===== config.mk =====
export PLATFORM = sky130hd
export DESIGN_NAME = branch_predict_ctrl
export DESIGN_NICKNAME = d
export VERILOG_FILES = /design/src/rtl/branch_predict_ctrl_pkg.sv /design/src/rtl/branch_predict_ctrl_bp_inflight_fifo.sv /design/src/rtl/saturating_counter_2bit.sv /design/src/rtl/branch_predict_ctrl.sv
export SDC_FILE = /design/constraint.sdc
export NUM_CORES = 1
export LEC_CHECK = 0
export BUFFER_PORTS_ARGS = -buffer_cell sky130_fd_sc_hd__buf_2
export CORE_MARGIN = 10
export CORE_UTILIZATION = 45
export CTS_CLUSTER_SIZE = 16
export DETAILED_ROUTE_END_ITERATION = 12
export HOLD_SLACK_MARGIN = 0.08
export PLACE_DENSITY_LB_ADDON = 0.15
export SYNTH_ARGS = -nofsm -noshare
export SYNTH_HDL_FRONTEND = slang
export SYNTH_SLANG_ARGS = --single-unit

===== constraint.sdc =====
create_clock -name clk -period 4.53 [get_ports clk]
set_input_delay 0.453 -clock clk [delete_from_list [all_inputs] [get_ports clk]]
set_output_delay 0.453 -clock clk [all_outputs]
set_load 0.01 [all_outputs]

===== src/rtl/branch_predict_ctrl_pkg.sv =====
// Shared types and constants for the branch predictor: BHT counter encodings
// and the in-flight queue entry layout.
package branch_predict_ctrl_pkg;

   localparam logic [1:0] SNT = 2'b00;
   localparam logic [1:0] WNT = 2'b01;
   localparam logic [1:0] WT  = 2'b10;
   localparam logic [1:0] ST  = 2'b11;

   localparam logic [1:0] BHT_RESET = WNT;

   // Queue entries carry a full PC; the top is instantiated with PC_W equal to this.
   localparam int BQ_PC_W = 32;

   typedef struct packed {
      logic [BQ_PC_W-1:0] pc;
      logic               pred;
   } bq_entry_t;

endpackage


===== src/rtl/branch_predict_ctrl_bp_inflight_fifo.sv =====
// In-order FIFO of predicted branches awaiting resolution. Clear wins over
// push/pop; a push into a full FIFO is accepted only alongside a pop.
module bp_inflight_fifo
   import branch_predict_ctrl_pkg::*;
#(
   parameter  int DEPTH = 4,
   localparam int PW    = $clog2(DEPTH),
   localparam int CW    = PW + 1
) (
   input  logic          clk,
   input  logic          rst_n,
   input  logic          i_push,
   input  bq_entry_t     i_din,
   input  logic          i_pop,
   input  logic          i_clear,
   output bq_entry_t     o_dout,
   output logic          o_full,
   output logic          o_empty,
   output logic [CW-1:0] o_count
);

   bq_entry_t     r_mem [DEPTH];
   logic [PW-1:0] r_head;
   logic [PW-1:0] r_tail;
   logic [CW-1:0] r_count;

   logic w_do_pop;
   logic w_do_push;

   assign o_empty   = (r_count == '0);
   assign o_full    = (r_count == CW'(DEPTH));
   assign o_count   = r_count;
   assign o_dout    = r_mem[r_head];
   assign w_do_pop  = i_pop & ~o_empty;
   assign w_do_push = i_push & (~o_full | w_do_pop);

   always_ff @(posedge clk or negedge rst_n) begin
      if (!rst_n) begin
         r_head  <= '0;
         r_tail  <= '0;
         r_count <= '0;
      end else if (i_clear) begin
         r_head  <= '0;
         r_tail  <= '0;
         r_count <= '0;
      end else begin
         if (w_do_push) r_tail <= r_tail + PW'(1);
         if (w_do_pop)  r_head <= r_head + PW'(1);
         r_count <= r_count + CW'(w_do_push) - CW'(w_do_pop);
      end
   end

   // Storage needs no reset: entries are only read while counted as valid.
   always_ff @(posedge clk) begin
      if (w_do_push && !i_clear) r_mem[r_tail] <= i_din;
   end

endmodule


===== src/rtl/saturating_counter_2bit.sv =====
// Combinational 2-bit saturating counter step: up on taken, down on not-taken,
// holding at ST / SNT.
module saturating_counter_2bit
   import branch_predict_ctrl_pkg::*;
(
   input  logic [1:0] i_cnt,
   input  logic       i_taken,
   output logic [1:0] o_cnt
);

   always_comb begin
      o_cnt = i_cnt;
      if (i_taken) begin
         if (i_cnt != ST) o_cnt = i_cnt + 2'd1;
      end else begin
         if (i_cnt != SNT) o_cnt = i_cnt - 2'd1;
      end
   end

endmodule


===== src/rtl/branch_predict_ctrl.sv =====
// Branch predictor control: BHT lookup in IF, in-flight queue of predictions,
// resolution in EXE with counter update, mispredict flush/redirect and perf counters.
module branch_predict_ctrl
   import branch_predict_ctrl_pkg::*;
#(
   parameter  int IDX_BITS = 4,
   parameter  int QDEPTH   = 4,
   parameter  int PC_W     = BQ_PC_W,
   parameter  int PERF_W   = 16,
   localparam int CW       = $clog2(QDEPTH) + 1,
   localparam int BHT_N    = 2 ** IDX_BITS
) (
   input  logic              clk,
   input  logic              rst,
   input  logic              if_valid,
   input  logic              if_is_branch,
   input  logic [PC_W-1:0]   if_pc,
   output logic              pred_taken,
   output logic              if_stall,
   input  logic              ex_valid,
   input  logic              ex_taken,
   input  logic [PC_W-1:0]   ex_target,
   output logic              flush,
   output logic [PC_W-1:0]   redirect_pc,
   output logic [CW-1:0]     q_count,
   output logic [PERF_W-1:0] perf_branches,
   output logic [PERF_W-1:0] perf_mispred
);

   logic [1:0]        r_bht [BHT_N];
   logic              r_flush;
   logic [PC_W-1:0]   r_redirect_pc;
   logic [PERF_W-1:0] r_perf_br;
   logic [PERF_W-1:0] r_perf_mp;

   logic [IDX_BITS-1:0] w_lookup_idx;
   logic [IDX_BITS-1:0] w_upd_idx;
   logic [1:0]          w_bht_next;
   logic [PC_W-1:0]     w_head_pc;
   logic [PC_W-1:0]     w_redirect_next;
   logic                w_full;
   logic                w_empty;
   logic                w_pop;
   logic                w_push;
   logic                w_mispredict;
   bq_entry_t           w_push_entry;
   bq_entry_t           w_head;

   // IF side: a branch is accepted on any cycle if_stall=0. EXE side has no
   // backpressure: ex_valid pops the head whenever the queue is non-empty.
   assign w_lookup_idx = if_pc[IDX_BITS+1:2];
   assign pred_taken   = r_bht[w_lookup_idx][1];

   assign w_pop        = ex_valid & ~w_empty;
   assign w_head_pc    = PC_W'(w_head.pc);
   assign w_mispredict = w_pop & (w_head.pred != ex_taken);
   assign if_stall     = if_valid & if_is_branch & w_full & ~w_pop;
   assign w_push       = if_valid & if_is_branch & ~if_stall & ~w_mispredict;

   assign w_push_entry.pc   = BQ_PC_W'(if_pc);
   assign w_push_entry.pred = pred_taken;

   bp_inflight_fifo #(
      .DEPTH (QDEPTH)
   ) u_fifo (
      .clk     (clk),
      .rst_n   (rst),
      .i_push  (w_push),
      .i_din   (w_push_entry),
      .i_pop   (w_pop),
      .i_clear (w_mispredict),
      .o_dout  (w_head),
      .o_full  (w_full),
      .o_empty (w_empty),
      .o_count (q_count)
   );

   assign w_upd_idx = w_head_pc[IDX_BITS+1:2];

   saturating_counter_2bit u_sat (
      .i_cnt   (r_bht[w_upd_idx]),
      .i_taken (ex_taken),
      .o_cnt   (w_bht_next)
   );

   always_ff @(posedge clk or negedge rst) begin
      if (!rst) begin
         for (int i = 0; i < BHT_N; i++) r_bht[i] <= BHT_RESET;
      end else if (w_pop) begin
         r_bht[w_upd_idx] <= w_bht_next;
      end
   end

   assign w_redirect_next = ex_taken ? ex_target : (w_head_pc + PC_W'(4));

   always_ff @(posedge clk or negedge rst) begin
      if (!rst) begin
         r_flush       <= 1'b0;
         r_redirect_pc <= '0;
         r_perf_br     <= '0;
         r_perf_mp     <= '0;
      end else begin
         r_flush <= w_mispredict;
         if (w_mispredict) r_redirect_pc <= w_redirect_next;
         if (w_pop && (r_perf_br != '1)) r_perf_br <= r_perf_br + PERF_W'(1);
         if (w_mispredict && (r_perf_mp != '1)) r_perf_mp <= r_perf_mp + PERF_W'(1);
      end
   end

   assign flush         = r_flush;
   assign redirect_pc   = r_redirect_pc;
   assign perf_branches = r_perf_br;
   assign perf_mispred  = r_perf_mp;

endmodule


After elaboration in Yosys (flattened, before gate mapping)
Memory sizes are Yosys's and may differ from the RTL's. Index checks and enable logic that the tools add are counted.

Muxes and demuxes: 20. Magnitude comparators: 3. Bitwise logic cells: 17. Eq/ne operators: 5. $add $sub $neg: 9. Reduce and logical (&&, ||, !) cells: 9.

Operator list (count): $add 16x1->16 const B (2); $add 32x3->32 const B (1); $bwmux 32 (1); $mux 32 (1); $ne 16x16->1 const B (2); $mux 2 (12); $bmux 2 s4 (2); $ge 5x5->1 const B (2); $not 4->5 (2); $and 1x1->1 (9); $demux 2 s4 (1); $add 2x1->2 const B (3); $reduce_bool 2->1 (3); $lt 5x1->1 const B (1); $not 1->1 (5); $logic_and 1x1->1 (4); $add 3x1->3 (1); $eq 3x3->1 const B (1); $logic_not 3->1 (1); $mux 3 (1); $sub 3x1->3 (1); $mux 1 (2); $ne 2x2->1 const B (1); $sub 2x1->2 const B (1); other kinds (3) (3).

Bits in registers: 104. Bits in writable memories: 132. Output and inout port bits: 70. Logic and storage cells: 87. Memories: 1.

Memory list: u_fifo.r_mem (words 4, bits a word 33, read ports 1, clocked after Yosys merged registers in 0, wr ports 1, line branch_predict_ctrl_bp_inflight_fifo.sv:22) `bq_entry_t r_mem [DEPTH];`.

Logic depth before layout (Yosys ltp)
Depth in word-level cells: 12. Gate-level depth with buffers: 13.

Cells and area by module
From an unflattened synthesis, not the netlist that was laid out.

Cell total of the unflattened synthesis: 722. Area, all modules: 10546.4 um^2.

Modules (own cells, without submodules): branch_predict_ctrl (instances 1, cells each 501, area an instance 5263.8 um^2, seq. area each 2447.3 um^2); bp_inflight_fifo (instances 1, cells each 218, area an instance 5256.3 um^2, seq. area each 4139.0 um^2); saturating_counter_2bit (instances 1, cells each 3, area an instance 26.3 um^2, seq. area each 0.0 um^2).

Least setup slack after synthesis
Ideal clock, no wire load.

Kind: register -> register. Start point: register u_fifo.r_head[0]. End point: register u_fifo.r_count[2], in the netlist u_fifo.o_count[2]. Clock period less this slack: 3.030 ns. Setup time: 0.132 ns. Data required time: 4.398 ns. Path slack: 1.500 ns. Data arrival time: 2.899 ns. Buffers on the path: 3. Cell stages (with the launch flop): 14. Cell sequence: dfrtp_1 -> buf_6 -> mux4_2 -> xnor2_1 -> nand2b_1 -> buf_2 -> clkbuf_1 -> and2_1 -> ha_1 -> inv_1 -> fa_1 -> xor2_1 -> xnor2_1 -> nor2_1.

Cells in the longest elaborated chain, start to end: 9.

Ends and longest elaborated chain: start: declaration (line branch_predict_ctrl_bp_inflight_fifo.sv:23) `logic [PW-1:0] r_head;`; start signal: assignment (line branch_predict_ctrl_bp_inflight_fifo.sv:48) `if (w_do_pop) r_head <= r_head + PW'(1);`; $mem_v2 4x33 (*); $ne 1x1->1 (*) (line branch_predict_ctrl.sv:56) `assign w_mispredict = w_pop & (w_head.pred != ex_taken);`; $and 1x1->1 (*) (line branch_predict_ctrl.sv:56); $not 1->1 (line branch_predict_ctrl.sv:58) `assign w_push = if_valid & if_is_branch & ~if_stall & ~w_mispredict;`; $and 1x1->1 (line branch_predict_ctrl.sv:58); $and 1x1->1 (line branch_predict_ctrl_bp_inflight_fifo.sv:35) `assign w_do_push = i_push & (~o_full | w_do_pop);`; $add 3x1->3 (line branch_predict_ctrl_bp_inflight_fifo.sv:49) `r_count <= r_count + CW'(w_do_push) - CW'(w_do_pop);`; $sub 3x1->3 (line branch_predict_ctrl_bp_inflight_fifo.sv:49); $mux 3 (*) (line branch_predict_ctrl_bp_inflight_fifo.sv:42) `end else if (i_clear) begin`; end signal: assignment (line branch_predict_ctrl_bp_inflight_fifo.sv:49); end: declaration (line branch_predict_ctrl_bp_inflight_fifo.sv:25) `logic [CW-1:0] r_count;`.

Mark *: on every way between the ends. The rest lies on a longest branch, timed or not. A chain may end at the register's enable or synchronous reset.

Worst setup path in the final report
Start point: register u_fifo.r_head[0]. End point: register r_redirect_pc[14], in the netlist redirect_pc[14].

Cells in the longest elaborated chain, start to end: 3.

Ends and longest elaborated chain: $mem_v2 4x33 (*); $add 32x3->32 / $ne 1x1->1 (equally long branches) (line branch_predict_ctrl.sv:94, branch_predict_ctrl.sv:56); $mux 32 / $and 1x1->1 (equally long branches) (line branch_predict_ctrl.sv:94, branch_predict_ctrl.sv:56); end signal: assignment (line branch_predict_ctrl.sv:104) `if (w_mispredict) r_redirect_pc <= w_redirect_next;`; end: declaration (line branch_predict_ctrl.sv:32) `logic [PC_W-1:0] r_redirect_pc;`.

Marked as above.

==> metrics.txt <==
status=finished clean; Clock Path Buffers=3; GRT Residual Overflow=0; crit path max fanout=27; Post-synth EDFFs=132; drt pass-1 iters=5; setup violators final=0; CTS Buf Count=26; ys async rst share=44.07%; CP Cell Sequence=buf_4 > mux4_2 > xnor2_1 > nand2b_2 > inv_1 > nand2_1 > o21ai_0; H-tree depth=1; total wire length=25,960 um; core area=roughly 23,000 um2; syn avg cell area=around 14 um2; most common cell in the netlist=edfxtp_1; maximum VDD drop=0.0003506 V; largest net degree at the start of global routing=73; slowest cell delay on critical path=580 ps; io pins=140; synth warn=0; post-route clock period utilization=76.70%; leading area contributor after synthesis=edfxtp_1; routed vias=6,786; Final Cell Area=12,600 um2; path length in cells of the critical path=7; cts hold-fix bufs=0; Post-Route Setup TNS=0 ps; arrival time worst endpoint=3850 ps; syn_nets=between 800 and 900; synth unique cells=57; antenna-violating nets left=0; Fillers=2,004; Lkg Pwr=5.004 nW; synthesized area=around 11,000 um2; # resized after CTS=0; Crit Path Category=reg2reg; post-DR wirelength/cell=20.93 um; Die H=~170 um; global-route wire length before repair=40,530 um; die width=174.1 um; Max-slew headroom=35.80%; RSZ-0062 raised after global routing=false; CTS tree=built; Area Growth Syn to Fin=17.88%; Root Driver=clkbuf_16; I/O Buffers=139; Max Clk Rate=287.8 MHz; antenna violations before repair=0; worst hold path class=in2async; buffer and inverter count on the worst path=2; Synth Instances=~750; Post-Place Cell Area=11,710 um2; DR iter-0 viols=between 300 and 400; worst path required time=4900 ps; buffers inserted by post-CTS timing repair=0; vias per inst=5.473; Remaining DRCs=0; diodes inserted=0; full die area=30,310 um2; number of global-route vias before repair=7,183; Slew Viols, Final=0; register area share after synthesis=between 60 and 70%; Clock Latency Late Sink=520 ps; nature of the critical path startpoint=flop; Global Route Usage Sum=16.64%; initial core utilization=about 46%; fin nets=984; Post-DP HPWL=roughly 18,000 um; Row Count=56; Max stage delay cell, worst path=nand2_1; Clock Skew=8.220 ps; Main synth FF type=edfxtp_1; flops & latches, synth=236; gpl congestion=just under 0.8; minimum clock period=3475 ps; ratio of cells with drive above 1 in the final layout=32.03%; Worst R2R Path Depth=7; Reg clk slew, reported paths=60 ps; max cap viols=0; Critical Path End Type=flop; commonest cells in the netlist=132 x edfxtp_1, 88 x dfrtp_1, 54 x nand2_1; slew of the pin with the lowest slew margin=963.0 ps; final hold violations=0; # clock sinks=236; Cell Pwr Density=634.1 nW/um2; critical path's top delay family=simple AND/OR/NAND/NOR gates; Synth top area share=between 30% and 40%; Synth area leaders=edfxtp_1 37%, dfrtp_1 21%, mux4_2 8.0%
## worst reg2reg max path: cells and delay by family, from the launching register on
kind	cells	cell delay [ps]
DFF	1	350
AOI/OAI and AO/OA	1	220
xor gates and xnor gates	1	340
buffers and inverters	2	760
muxes	1	570
and+or+nand+nor	2	1090
## layout make-up
cell class	instances	area, um2	area share [%]
flip-flops and latches	236	6588	52.29
repair buffers	151	788.3	6.257
well taps	319	399.1	3.168
clock inverters	6	136.4	1.083
multi-input cells	470	3874	30.75
clock buffers	42	752.0	5.969
inverters	16	60.06	0.4768
## where the power goes
group	switching, mW	total, mW	internal, mW
registers	0.306	3.11	2.80
logic	1.53	2.69	1.16
clock network	0.827	2.19	1.36
total	2.67	7.99	5.32
## state kept, by name (all words and copies together) (netlist names)
| name | flops |
|---|---|
| flush | 1 |
| perf_branches | 16 |
| perf_mispred | 16 |
| r_bht | 32 |
| redirect_pc | 32 |
| u_fifo.o_count | 3 |
| u_fifo.r_head | 2 |
| u_fifo.r_mem | 132 |
| u_fifo.r_tail | 2 |
## per-layer routing
layer / share of wire (%) / GRT usage, % / vias to the layer above
met4: 1.8 / 3.669 / 0
met1: 41 / 20.91 / 3413
li1: - / - / 3125
met3: 6.4 / 3.532 / 38
met2: 51 / 28.91 / 210
met5: 0 / 0 / -
## cells by family after synthesis
kind of cell | share of synthesized area [%]
flip-flops | 61.63
AND/OR/NAND/NOR | 10.20
multiplexers | 14.95
AO/OA/AOI/OAI | 4.648
XOR/XNOR | 4.836
buffers and inverters | 2.143
adder cells (fa/ha/maj) | 1.592
## through the flow
step	utilization, %	cells	total power [mW]	hold slack [ps]	setup slack, ps
after floorplan	-	753	5.024	157.4	1500
after global placement	50.03	1192	5.745	458.8	1203
after detailed placement	50.03	1192	5.856	472.6	1039
after CTS	53.83	1240	8.067	121.9	1020
after global routing	53.83	1240	8.451	127.4	799.2
final	53.83	1240	7.988	86.59	1055
## final timing paths
kind,slack (ps),end,startpoint
min reg2reg,480,redirect_pc[8],redirect_pc[8]
min,90,r_bht[31],rst
max in group asynchronous,3420,perf_mispred[11],rst
min in group clk,140,u_fifo.r_mem[1][15],if_pc[14]
max,1060,redirect_pc[14],u_fifo.r_head[0]
max reg2reg,1060,redirect_pc[14],u_fifo.r_head[0]
## placed cells by master, fill, tap and decap left out, drive strengths merged, types with 2 or more instances in the layout
cell       n
buf      151
edfxtp   132
dfrtp     88
nand2     54
nor2      43
clkbuf    42
xnor2     40
mux4      38
mux2      37
a21oi     30
nand3     29
o21ai     29
mux2i     29
and3      23
xor2      19
nor3      18
dfstp     16
inv       15
nand4     13
ha        12
o22ai     11
and2       7
and4       6
bufinv     4
nand2b     4
nand3b     3
o31ai      2
nor2b      2
o21a       2
a31oi      2
or3        2
clkinv     2
or4b       2
nor4b      2
o2111ai    2
(Power assumes the default switching activity.)
